`config.mk`:
```
export PLATFORM = sky130hd
export DESIGN_NAME = obstacle_scheduler_flat
export DESIGN_NICKNAME = d
export VERILOG_FILES = /design/src/rtl/obstacle_pkg.sv /design/src/rtl/obstacle_scheduler_if.sv /design/src/rtl/tick_sync.sv /design/src/rtl/obstacle_scheduler.sv /design/src/flat_wrapper.sv
export SDC_FILE = /design/constraint.sdc
export NUM_CORES = 1
export LEC_CHECK = 0
export CAP_MARGIN = 20
export CORE_ASPECT_RATIO = 0.9
export CORE_MARGIN = 1.5
export CORE_UTILIZATION = 59
export DETAILED_ROUTE_END_ITERATION = 8
export PLACE_DENSITY = 0.86
export SYNTH_ARGS = -nofsm -noshare
export SYNTH_HDL_FRONTEND = slang
export SYNTH_SLANG_ARGS = --single-unit
```
`constraint.sdc`:
```
create_clock -name clk -period 4.3 [get_ports clk]
set_input_delay 0.43 -clock clk [delete_from_list [all_inputs] [get_ports clk]]
set_output_delay 0.43 -clock clk [all_outputs]
set_load 0.005 [all_outputs]
```
`src/rtl/obstacle_pkg.sv`:
```
// Shared types and constants for the obstacle scheduler and the level state machine.
// Spawn periods are indexed by phase kind; tick boundaries mark the level phase changes.
package obstacle_pkg;

    typedef enum logic [1:0] {
        StIdle,
        StRun,
        StWaitSlot,
        StIssue
    } sched_state_t;

    localparam logic [2:0] KIND_NONE = 3'd7;

    localparam int unsigned SPAWN_PERIOD [7] = '{40, 35, 30, 25, 20, 15, 10};

    localparam int unsigned TICK_BOUNDARY [7] = '{130, 260, 390, 520, 650, 780, 910};
    localparam int unsigned LEVEL_END_TICK = 1300;

    // Lowest set bit of the one-hot phase vector; KIND_NONE when no phase is active.
    function automatic logic [2:0] kind_of(input logic [6:0] shapes);
        logic [2:0] k;
        k = KIND_NONE;
        for (int i = 6; i >= 0; i--) begin
            if (shapes[i]) k = 3'(i);
        end
        return k;
    endfunction

    function automatic logic [2:0] lowest_zero(input logic [7:0] v);
        logic [2:0] s;
        s = 3'd0;
        for (int i = 7; i >= 0; i--) begin
            if (!v[i]) s = 3'(i);
        end
        return s;
    endfunction

    function automatic logic [3:0] popcount8(input logic [7:0] v);
        logic [3:0] c;
        c = 4'd0;
        for (int i = 0; i < 8; i++) begin
            c = c + {3'd0, v[i]};
        end
        return c;
    endfunction

endpackage

```
`src/rtl/obstacle_scheduler_if.sv`:
```
// Spawn handshake between the scheduler (master) and the obstacle datapath (slave),
// plus the per-slot release pulses coming back from the datapath.
interface obstacle_scheduler_if #(
    parameter int unsigned NSLOT = 4
);
    logic             spawn_valid;
    logic             spawn_ready;
    logic [2:0]       spawn_kind;
    logic [2:0]       spawn_slot;
    logic [NSLOT-1:0] slot_free;

    modport master (
        output spawn_valid,
        output spawn_kind,
        output spawn_slot,
        input  spawn_ready,
        input  slot_free
    );

    modport slave (
        input  spawn_valid,
        input  spawn_kind,
        input  spawn_slot,
        output spawn_ready,
        output slot_free
    );
endinterface

```
`src/rtl/tick_sync.sv`:
```
// Brings the asynchronous slow game clock into the clk domain and emits a
// single-cycle tick on each of its rising edges.
module tick_sync (
    input  logic clk,
    input  logic reset_n,
    input  logic async_in,
    output logic tick
);
    logic s1, s2, s3;

    always_ff @(posedge clk or negedge reset_n) begin
        if (!reset_n) begin
            s1 <= 1'b0;
            s2 <= 1'b0;
            s3 <= 1'b0;
        end else begin
            s1 <= async_in;
            s2 <= s1;
            s3 <= s2;
        end
    end

    assign tick = s2 & ~s3;
endmodule

```
`src/rtl/obstacle_scheduler.sv`:
```
// Level clock and obstacle spawn scheduler: counts game ticks, raises one spawn per
// phase period, and allocates obstacle slots from a fixed pool.
module obstacle_scheduler
    import obstacle_pkg::*;
#(
    parameter int unsigned NSLOT = 4,
    parameter int unsigned TW    = 11,
    parameter int unsigned PW    = 8
) (
    input  logic                       clk,
    input  logic                       reset_n,
    input  logic                       slowClk,
    input  logic                       run,
    input  logic                       playerDied,
    input  logic [6:0]                 shapes,
    obstacle_scheduler_if.master       spawn_bus,
    output logic [TW-1:0]              game_time,
    output logic [3:0]                 active_count,
    output logic [7:0]                 drop_cnt
);
    logic tick;

    tick_sync u_tick_sync (
        .clk      (clk),
        .reset_n  (reset_n),
        .async_in (slowClk),
        .tick     (tick)
    );

    sched_state_t     state;
    logic [PW-1:0]    period_cnt;
    logic [NSLOT-1:0] busy;
    logic [2:0]       kind_q;
    logic             spawn_valid_q;
    logic [2:0]       spawn_kind_q;
    logic [2:0]       spawn_slot_q;

    logic [2:0]       kind;
    logic             kind_valid;
    logic             kind_change;
    logic [PW-1:0]    period_last;
    logic             period_hit;
    logic [PW-1:0]    period_cnt_next;
    logic [TW-1:0]    game_time_next;
    logic [NSLOT-1:0] busy_freed;
    logic [NSLOT-1:0] busy_next;
    logic             any_freed;
    logic [7:0]       busy_pad;
    logic [7:0]       busy_next_pad;
    logic             slot_avail;
    logic [2:0]       free_slot;
    logic             alloc;

    always_comb begin
        kind        = kind_of(shapes);
        kind_valid  = (kind != KIND_NONE);
        kind_change = (kind != kind_q);
        period_last = kind_valid ? PW'(SPAWN_PERIOD[kind] - 1) : '1;
        period_hit  = tick && kind_valid && !kind_change && (period_cnt == period_last);

        // A phase boundary restarts the period so the new rate applies from its start.
        if (kind_change) begin
            period_cnt_next = '0;
        end else if (tick && kind_valid) begin
            period_cnt_next = period_hit ? '0 : period_cnt + 1'b1;
        end else begin
            period_cnt_next = period_cnt;
        end

        game_time_next = (tick && game_time != '1) ? game_time + 1'b1 : game_time;

        busy_freed = busy & ~spawn_bus.slot_free;
        any_freed  = |(busy & spawn_bus.slot_free);

        // Unused upper slots read as busy so they are never granted.
        busy_pad               = '1;
        busy_pad[NSLOT-1:0]    = busy_freed;
        slot_avail             = ~&busy_pad;
        free_slot              = lowest_zero(busy_pad);

        alloc = (state == StIssue) && spawn_valid_q && spawn_bus.spawn_ready &&
                run && !playerDied;
        busy_next = busy_freed | (alloc ? (NSLOT'(1) << spawn_slot_q) : '0);

        busy_next_pad            = '0;
        busy_next_pad[NSLOT-1:0] = busy_next;
    end

    always_ff @(posedge clk or negedge reset_n) begin
        if (!reset_n) begin
            state         <= StIdle;
            game_time     <= '0;
            period_cnt    <= '0;
            busy          <= '0;
            active_count  <= '0;
            drop_cnt      <= '0;
            kind_q        <= KIND_NONE;
            spawn_valid_q <= 1'b0;
            spawn_kind_q  <= 3'd0;
            spawn_slot_q  <= 3'd0;
        end else begin
            kind_q       <= kind;
            busy         <= busy_next;
            active_count <= popcount8(busy_next_pad);

            if (playerDied) begin
                state         <= run ? StRun : StIdle;
                game_time     <= '0;
                period_cnt    <= '0;
                busy          <= '0;
                active_count  <= '0;
                spawn_valid_q <= 1'b0;
            end else if (state != StIdle && !run) begin
                // Leaving the level abandons any outstanding spawn without counting a drop.
                state         <= StIdle;
                spawn_valid_q <= 1'b0;
            end else begin
                unique case (state)
                    StIdle: begin
                        if (run) begin
                            state        <= StRun;
                            game_time    <= '0;
                            period_cnt   <= '0;
                            busy         <= '0;
                            active_count <= '0;
                        end
                    end
                    StRun: begin
                        game_time  <= game_time_next;
                        period_cnt <= period_cnt_next;
                        if (period_hit) begin
                            spawn_kind_q <= kind;
                            if (slot_avail) begin
                                state         <= StIssue;
                                spawn_valid_q <= 1'b1;
                                spawn_slot_q  <= free_slot;
                            end else begin
                                state <= StWaitSlot;
                            end
                        end
                    end
                    StWaitSlot: begin
                        game_time  <= game_time_next;
                        period_cnt <= period_cnt_next;
                        if (period_hit && drop_cnt != 8'hFF) drop_cnt <= drop_cnt + 8'd1;
                        if (any_freed) begin
                            state         <= StIssue;
                            spawn_valid_q <= 1'b1;
                            spawn_slot_q  <= free_slot;
                        end
                    end
                    StIssue: begin
                        game_time  <= game_time_next;
                        period_cnt <= period_cnt_next;
                        if (period_hit && drop_cnt != 8'hFF) drop_cnt <= drop_cnt + 8'd1;
                        if (spawn_valid_q && spawn_bus.spawn_ready) begin
                            state         <= StRun;
                            spawn_valid_q <= 1'b0;
                        end
                    end
                    default: state <= StIdle;
                endcase
            end
        end
    end

    assign spawn_bus.spawn_valid = spawn_valid_q;
    assign spawn_bus.spawn_kind  = spawn_kind_q;
    assign spawn_bus.spawn_slot  = spawn_slot_q;
endmodule

```
`src/flat_wrapper.sv`:
```
// flat-port wrapper written by rule: the top's interface ports become plain ports
module obstacle_scheduler_flat import obstacle_pkg::*;
#(
    parameter int unsigned NSLOT = 4,
    parameter int unsigned TW    = 11,
    parameter int unsigned PW    = 8
)
  (clk, reset_n, slowClk, run, playerDied, shapes, game_time, active_count, drop_cnt, spawn_bus_spawn_valid, spawn_bus_spawn_kind, spawn_bus_spawn_slot, spawn_bus_spawn_ready, spawn_bus_slot_free);
  obstacle_scheduler_if #(.NSLOT(NSLOT)) spawn_bus_i ();
  input  logic clk;
  input  logic reset_n;
  input  logic slowClk;
  input  logic run;
  input  logic playerDied;
  input  logic [6:0] shapes;
  output logic [TW-1:0] game_time;
  output logic [3:0] active_count;
  output logic [7:0] drop_cnt;
  output wire logic [$bits(spawn_bus_i.spawn_valid)-1:0] spawn_bus_spawn_valid;
  output wire logic [$bits(spawn_bus_i.spawn_kind)-1:0] spawn_bus_spawn_kind;
  output wire logic [$bits(spawn_bus_i.spawn_slot)-1:0] spawn_bus_spawn_slot;
  input wire logic [$bits(spawn_bus_i.spawn_ready)-1:0] spawn_bus_spawn_ready;
  input wire logic [$bits(spawn_bus_i.slot_free)-1:0] spawn_bus_slot_free;
  assign spawn_bus_spawn_valid = spawn_bus_i.spawn_valid;
  assign spawn_bus_spawn_kind = spawn_bus_i.spawn_kind;
  assign spawn_bus_spawn_slot = spawn_bus_i.spawn_slot;
  assign spawn_bus_i.spawn_ready = spawn_bus_spawn_ready;
  assign spawn_bus_i.slot_free = spawn_bus_slot_free;
  obstacle_scheduler #(.NSLOT(NSLOT), .TW(TW), .PW(PW)) u_core (.clk(clk), .reset_n(reset_n), .slowClk(slowClk), .run(run), .playerDied(playerDied), .shapes(shapes), .spawn_bus(spawn_bus_i), .game_time(game_time), .active_count(active_count), .drop_cnt(drop_cnt));
endmodule
```
-- Word level (Yosys, flattened, before mapping)
Memory sizes are Yosys's and may differ from the RTL's.
Cells that the tools add are included.
- bitwise logic cells: 9
- shift-type cells: 1
- add/sub/neg operators: 7
- reductions and logical operators: 29
- muxes and demuxes: 55
- $lt $le $gt $ge: 1
- equal/unequal tests: 20
- operators by type and width (operator ; count):
    8-bit 2-to-1 mux ; 9
    11-bit 2-to-1 mux ; 4
    4-bit 2-to-1 mux ; 9
    3-bit 2-to-1 mux ; 9
    11-bit case mux with 2 select lines ; 1
    2-bit 2-to-1 mux ; 10
    8-bit by 1-bit adder with 8-bit output (second input constant) ; 2
    8-bit case mux with 2 select lines ; 1
    4-bit AND reduction ; 4
    11-bit by 1-bit adder with 11-bit output (second input constant) ; 1
    1-bit logical AND ; 11
    11-bit != test (second input constant) ; 1
    1-bit 2-to-1 mux ; 9
    4-bit by 1-bit adder with 4-bit output ; 2
    4-bit bitwise AND ; 2
    8-bit equality test ; 1
    4-bit by 2-bit != test with 1-bit output (second input constant) ; 2
    4-bit != test (second input constant) ; 2
    8-bit != test (second input constant) ; 1
    2-bit case mux with 4 select lines ; 1
    8-bit by 1-bit subtractor with 8-bit output (second input constant) ; 1
    3-bit != test (second input constant) ; 2
    3-bit case mux with 2 select lines ; 1
    3-bit AND reduction ; 2
    26 further kinds ; 34
- word-level logic and storage cells: 136
- register bits after elaboration: 50
- output and inout port bits: 30
- memory bits (read-only): 256
- memories kept: 1
- memory list (name ; words ; bits a word ; read ports ; clocked after memory_dff ; write ports ; line ; RTL):
    (name not given) ; 8 ; 32 ; 1 ; 0 ; 0 ; obstacle_scheduler.sv:58 ; period_last = kind_valid ? PW'(SPAWN_PERIOD[kind] - 1) : '1;

-- Logic depth before layout (Yosys ltp)
- word-level depth: 21
- mapped depth: 13
- mapped depth without buffers: 13

-- Modules after synthesis
From an unflattened synthesis, not the netlist that was laid out.
- cell total of the unflattened synthesis: 343
- area, all modules: 3123.0 µm²
- by module, submodules not included (module ; instances ; area an instance (µm²) ; cells an instance):
    obstacle_scheduler ; 1 ; 3034.2 ; 339
    tick_sync ; 1 ; 88.8 ; 4

-- Least setup slack after synthesis
OpenSTA, ideal clock, no wires.
- kind: input to register
- start: input port shapes[0]
- end: register u_core.spawn_slot_q[0] (netlist: u_core.spawn_bus.spawn_slot[0])
- stages: 12
- buffers on the path: 1
- arrival time: 3.652 ns
- required time: 4.175 ns
- setup slack: 0.523 ns
- cells stage by stage: clkbuf_1 > nor2_1 > o21ai_0 > ha_1 > nor4b_1 > o21a_4 > or3b_2 > mux2_4 > a2111oi_4 > a21oi_1 > nor3_1 > mux2_2
- word-level cells in the longest chain between the ends: 11
- ends and longest elaborated chain (what ; line ; RTL):
    start: declaration ; flat_wrapper.sv:15 ; input logic [6:0] shapes;
    3-bit 2-to-1 mux * ; obstacle_pkg.sv:24 ; if (shapes[i]) k = 3'(i);
    3-bit NOT with 4-bit output (not written as such) ; obstacle_scheduler.sv:58 ;
    memory read 8 x 32 bit ; n/a ;
    8-bit 2-to-1 mux (not written as such) (2 in series) ; obstacle_scheduler.sv:58 ;
    8-bit by 1-bit subtractor with 8-bit output ; obstacle_scheduler.sv:58 ;
    8-bit 2-to-1 mux ; obstacle_scheduler.sv:58 ;
    8-bit equality test ; obstacle_scheduler.sv:59 ; period_hit = tick && kind_valid && !kind_change && (period_cnt == period_last);
    1-bit logical AND * ; obstacle_scheduler.sv:59 ;
    2-bit by 1-bit != test with 1-bit output (no line) * ; n/a ;
    6-bit AND reduction (no line) * ; n/a ;
    end signal: assignment ; obstacle_scheduler.sv:136 ; spawn_slot_q <= free_slot;
    end signal: assignment ; obstacle_scheduler.sv:149 ; spawn_slot_q <= free_slot;
    end: declaration ; obstacle_scheduler.sv:36 ; logic [2:0] spawn_slot_q;
Every way passes the cells marked *; elsewhere a longest branch is shown, timed or not. The select of a mux whose other input is x is not followed.
A chain may end at the register's enable or synchronous reset.

-- Worst setup path after layout
- start: input port shapes[2]
- end: register u_core.drop_cnt[4]
- word-level cells in the longest chain between the ends: 13
- ends and longest elaborated chain (what ; line ; RTL):
    3-bit 2-to-1 mux * (3 in series) ; obstacle_pkg.sv:24 ;
    net u_core.kind[0] ; obstacle_scheduler.sv:38 ; logic [2:0] kind;
    3-bit NOT with 4-bit output (not written as such) ; obstacle_scheduler.sv:58 ;
    memory read 8 x 32 bit ; n/a ;
    8-bit 2-to-1 mux (not written as such) (2 in series) ; obstacle_scheduler.sv:58 ;
    8-bit by 1-bit subtractor with 8-bit output ; obstacle_scheduler.sv:58 ;
    8-bit 2-to-1 mux ; obstacle_scheduler.sv:58 ;
    8-bit equality test ; obstacle_scheduler.sv:59 ;
    1-bit logical AND * ; obstacle_scheduler.sv:59 ;
    1-bit logical AND * ; obstacle_scheduler.sv:145, obstacle_scheduler.sv:155 ;
    4-bit AND reduction (no line) * ; n/a ;
    end signal: assignment ; obstacle_scheduler.sv:145 ; if (period_hit && drop_cnt != 8'hFF) drop_cnt <= drop_cnt + 8'd1;
    end signal: assignment ; obstacle_scheduler.sv:155 ; if (period_hit && drop_cnt != 8'hFF) drop_cnt <= drop_cnt + 8'd1;
    end: declaration ; obstacle_scheduler.sv:19 ; output logic [7:0] drop_cnt
The timed path passes the listed nets; every way through them passes the cells marked *. The select of a mux whose other input is x is not followed.

==> impl_metrics.py <==
metrics = {
    "worst_setup_path": {
        "regToRegSetupSlack_ns": 1.60,
        "cp.required_ns": 4.52,
        "cpMostUsedCell": "buf_4",
        "timing.rr.end": "u_core.active_count[1]",
        "worstSetupStartpoint": "shapes[2]",
        "r2r-start": "u_core.state[0]",
        "cp-start-kind": "primary input",
        "ff2ff_path_depth": 9,
        "cp-end-kind": "flip-flop",
        "cpLargestDelayFamily": "buffers and inverters",
        "path_buf_inv": 6,
        "path_depth": 17,
        "crit_chain": "clkdlybuf4s50_1 -> inv_1 -> a221oi_1 -> nor2_1 -> inv_1 -> ha_1 -> buf_4 -> and3b_1 -> o22ai_1 -> a31oi_1 -> mux2_4 -> a2111oi_4 -> buf_4 -> nand4_4 -> buf_4 -> nor3_1 -> xor2_1",
        "endpoint": "u_core.drop_cnt[4]",
        "slowest_stage": "clkdlybuf4s50_1",
        "max_stage_delay_ns": 0.57,
        "crit_fanout": 7,
        "worstSetupPathType": "primary input to flip-flop",
        "arrival_ns": 4.18,
    },
    "floorplanning": {
        "io_pins": 47,
        "start_util_pct": 62.6,
        "fp.coreArea_um2": 4950,
        "num_rows": 24,
        "die_h_um": 71.8,
        "die_area_um2": 5700,
        "fp.dieW_um": 79.4,
    },
    "timing": {
        "finalSetupTns_ns": 0,
        "rsz0062_at_grt": "no",
        "slew_headroom_pct": 37.5,
        "slew_viol_final": 0,
        "fin_skew_ns": 0.0114,
        "fmaxAchievable_ghz": 0.253,
        "final_hold_viol_count": 0,
        "finalSetupViolCount": 0,
        "worst_pin_slew_ns": 0.930,
        "min_period_ns": 3.96,
        "fin_crit_sh_pct": 92.0,
    },
    "detailed_routing": {
        "via_count": 2782,
        "first_pass_iters": 4,
        "vias_per_cell": 5.97,
        "antenna_left": 0,
        "drt_iter0_markers": 285,
        "drc_errors": 0,
        "wl_um": 7260,
        "wire_per_inst_um": 15.6,
    },
    "synth": {
        "ys_ff_latch": 48,
        "yosysMostFrequentCell": "dfrtp_1",
        "synth_area_um2": 3100,
        "synth_warnings": 0,
        "syn_area_per_cell_um2": 9.18,
        "syn_inst": 338,
        "synth.distinct_cells": 67,
        "synth_edf_count": 0,
        "yosys_most_used_dff": "dfrtp_1",
        "ys_seq_area_share_pct": 38.8,
        "yosys-top-cells-area": "dfrtp_1, ha_1, nor2_1",
        "async_reset_ff_share_pct": 100,
        "synth_common_cells": "dfrtp_1, nor2_1, nand2_1, o21ai_0, inv_1",
        "yosysTopAreaCellShare_pct": 36.3,
        "yosys.area.top_type": "dfrtp_1",
    },
    "clock_tree": {
        "numCtsBuffers": 5,
        "clock_sinks": 48,
        "ctsHtreeMaxLevel": 2,
        "clockRootBuffer": "clkbuf_8",
        "clk_pin_slew_ns": 0.08,
        "cts_tree": "yes",
        "clock_latency_ns": 0.30,
        "cts_resized": 0,
        "post_cts_buffers": 0,
        "cts_buffer_depth": 2,
    },
    "power": {
        "ir_drop_uv": 333,
        "power_mw": 1.14,
        "p_leak_nw": 1.73,
        "cellPowerDensity_nw_per_um2": 297,
    },
    "global_routing": {
        "grt_remaining_overflow": 0,
        "antenna_found_initial": 0,
        "grt_usage_pct": 26.5,
        "grt_pass1_vias": 2577,
        "grt_start_max_net_pins": 49,
        "grt_first_pass_wirelength_um": 12000,
    },
    "placed_design": {
        "portBuffers": 44,
        "dpl-instance-area_um2": 3700,
        "hpwl_um": 5400,
        "routabilityCongestion": 0.915,
    },
    "layout": {
        "area_delta_synth_final_pct": 23.2,
        "fillers": 345,
        "nets": 434,
        "fin_area_um2": 3820,
        "drive_above_1_share_pct": 11.0,
        "utilization_pct": 77.1,
        "n_antenna_cell": 0,
    },
    "outcome": {
        "status": "finished clean",
    },
    "job": {
        "max_cap_viol_count": 0,
    },
    "min_path": {
        "holdPathStages": 0,
        "hold_class": "flip-flop to flip-flop",
    },
}
## worst reg2reg max path: stages (launching register included)
cell,delay (ns)
dfrtp_1,0.42
ha_1,0.29
nand2_1,0.08
nor3_1,0.32
nand2_1,0.12
o21ai_0,0.24
ha_1,0.30
fa_1,0.41
ha_1,0.28
and2_1,0.14
## cells in the final DEF, fill, tap and decap left out, types with 4 or more instances in the layout
cell type	n
a21oi_1	16
and3_1	7
nor2_1	31
inv_1	19
nand2_1	28
ha_1	16
dfrtp_1	45
xor2_1	12
clkdlybuf4s50_1	43
xnor2_1	4
clkbuf_8	6
o21ai_0	23
nor3_1	8
a31oi_1	5
nor2b_1	5
nand3_1	13
mux2_2	6
and2_1	9
nand2b_1	7
or3_1	8
buf_4	16
a22o_1	6
## kinds of logic after synthesis
logic type / share of synthesized area (%)
and+or+nand+nor: 24.0
other: 0.121
muxes: 3.31
AOI/OAI and AO/OA: 18.2
xor gates and xnor gates: 4.52
DFF: 38.8
adders and majority gates: 7.10
buffers and inverters: 3.95
## how the worst min path moves through the flow
stage	slack [ns]	endpoint	from
global placement	0.33	u_core.u_tick_sync.s2	u_core.u_tick_sync.s1
finish	0.37	u_core.u_tick_sync.s2	u_core.u_tick_sync.s1
CTS	0.36	u_core.game_time[4]	reset_n
global route	0.38	u_core.u_tick_sync.s2	u_core.u_tick_sync.s1
floorplan	0.13	u_core.active_count[0]	reset_n
detailed placement	0.35	u_core.u_tick_sync.s2	u_core.u_tick_sync.s1
## per-layer routing
layer	global-route usage [%]	share of wire, %
met1	37.1	47
met2	42.2	48
met3	4.20	3.6
met4	8.58	1.4
met5	0	0
## state kept, by name, summed over array words and instances, names as in the netlist, 2 cells and up
| signal | cells |
|---|---|
| u_core.state | 2 |
| u_core.drop_cnt | 8 |
| u_core.busy | 4 |
| u_core.active_count | 3 |
| u_core.spawn_bus.spawn_slot | 2 |
| u_core.game_time | 11 |
| u_core.kind_q | 3 |
| u_core.period_cnt | 8 |
| u_core.spawn_bus.spawn_kind | 3 |
## metrics by stage
stage	setup slack [ns]	hold slack, ns	instances
after CTS	0.383	0.359	464
final	0.344	0.366	466
after global placement	0.192	0.332	456
after detailed placement	0.0983	0.355	456
after floorplan	0.523	0.134	339
after global routing	0.0731	0.378	466
## where the power goes
part / leakage [nW] / switching, mW / internal [mW]
Sequential: 0.641 / 0.0252 / 0.474
Clock: 0.0484 / 0.150 / 0.132
Combinational: 1.04 / 0.204 / 0.151
Total: 1.73 / 0.379 / 0.758
## cell type report
| cell class | count | area [um2] | area share (%) |
|---|---|---|---|
| Clock inverter | 1 | 8.76 | 0.229 |
| Multi-Input combinational cell | 263 | 1780 | 46.5 |
| Tap cell | 65 | 81.3 | 2.13 |
| Sequential cell | 48 | 1200 | 31.5 |
| Clock buffer | 7 | 86.3 | 2.26 |
| Inverter | 20 | 77.6 | 2.03 |
| Timing Repair Buffer | 62 | 586 | 15.3 |
## timing repair
action | 4_1_cts | 5_1_grt
hold buffers | 0 | 1
endpoints found under the setup margin | 0 | 0
hold endpoints to repair | 0 | 7
Note: power is estimated with default switching activity, not from simulation.
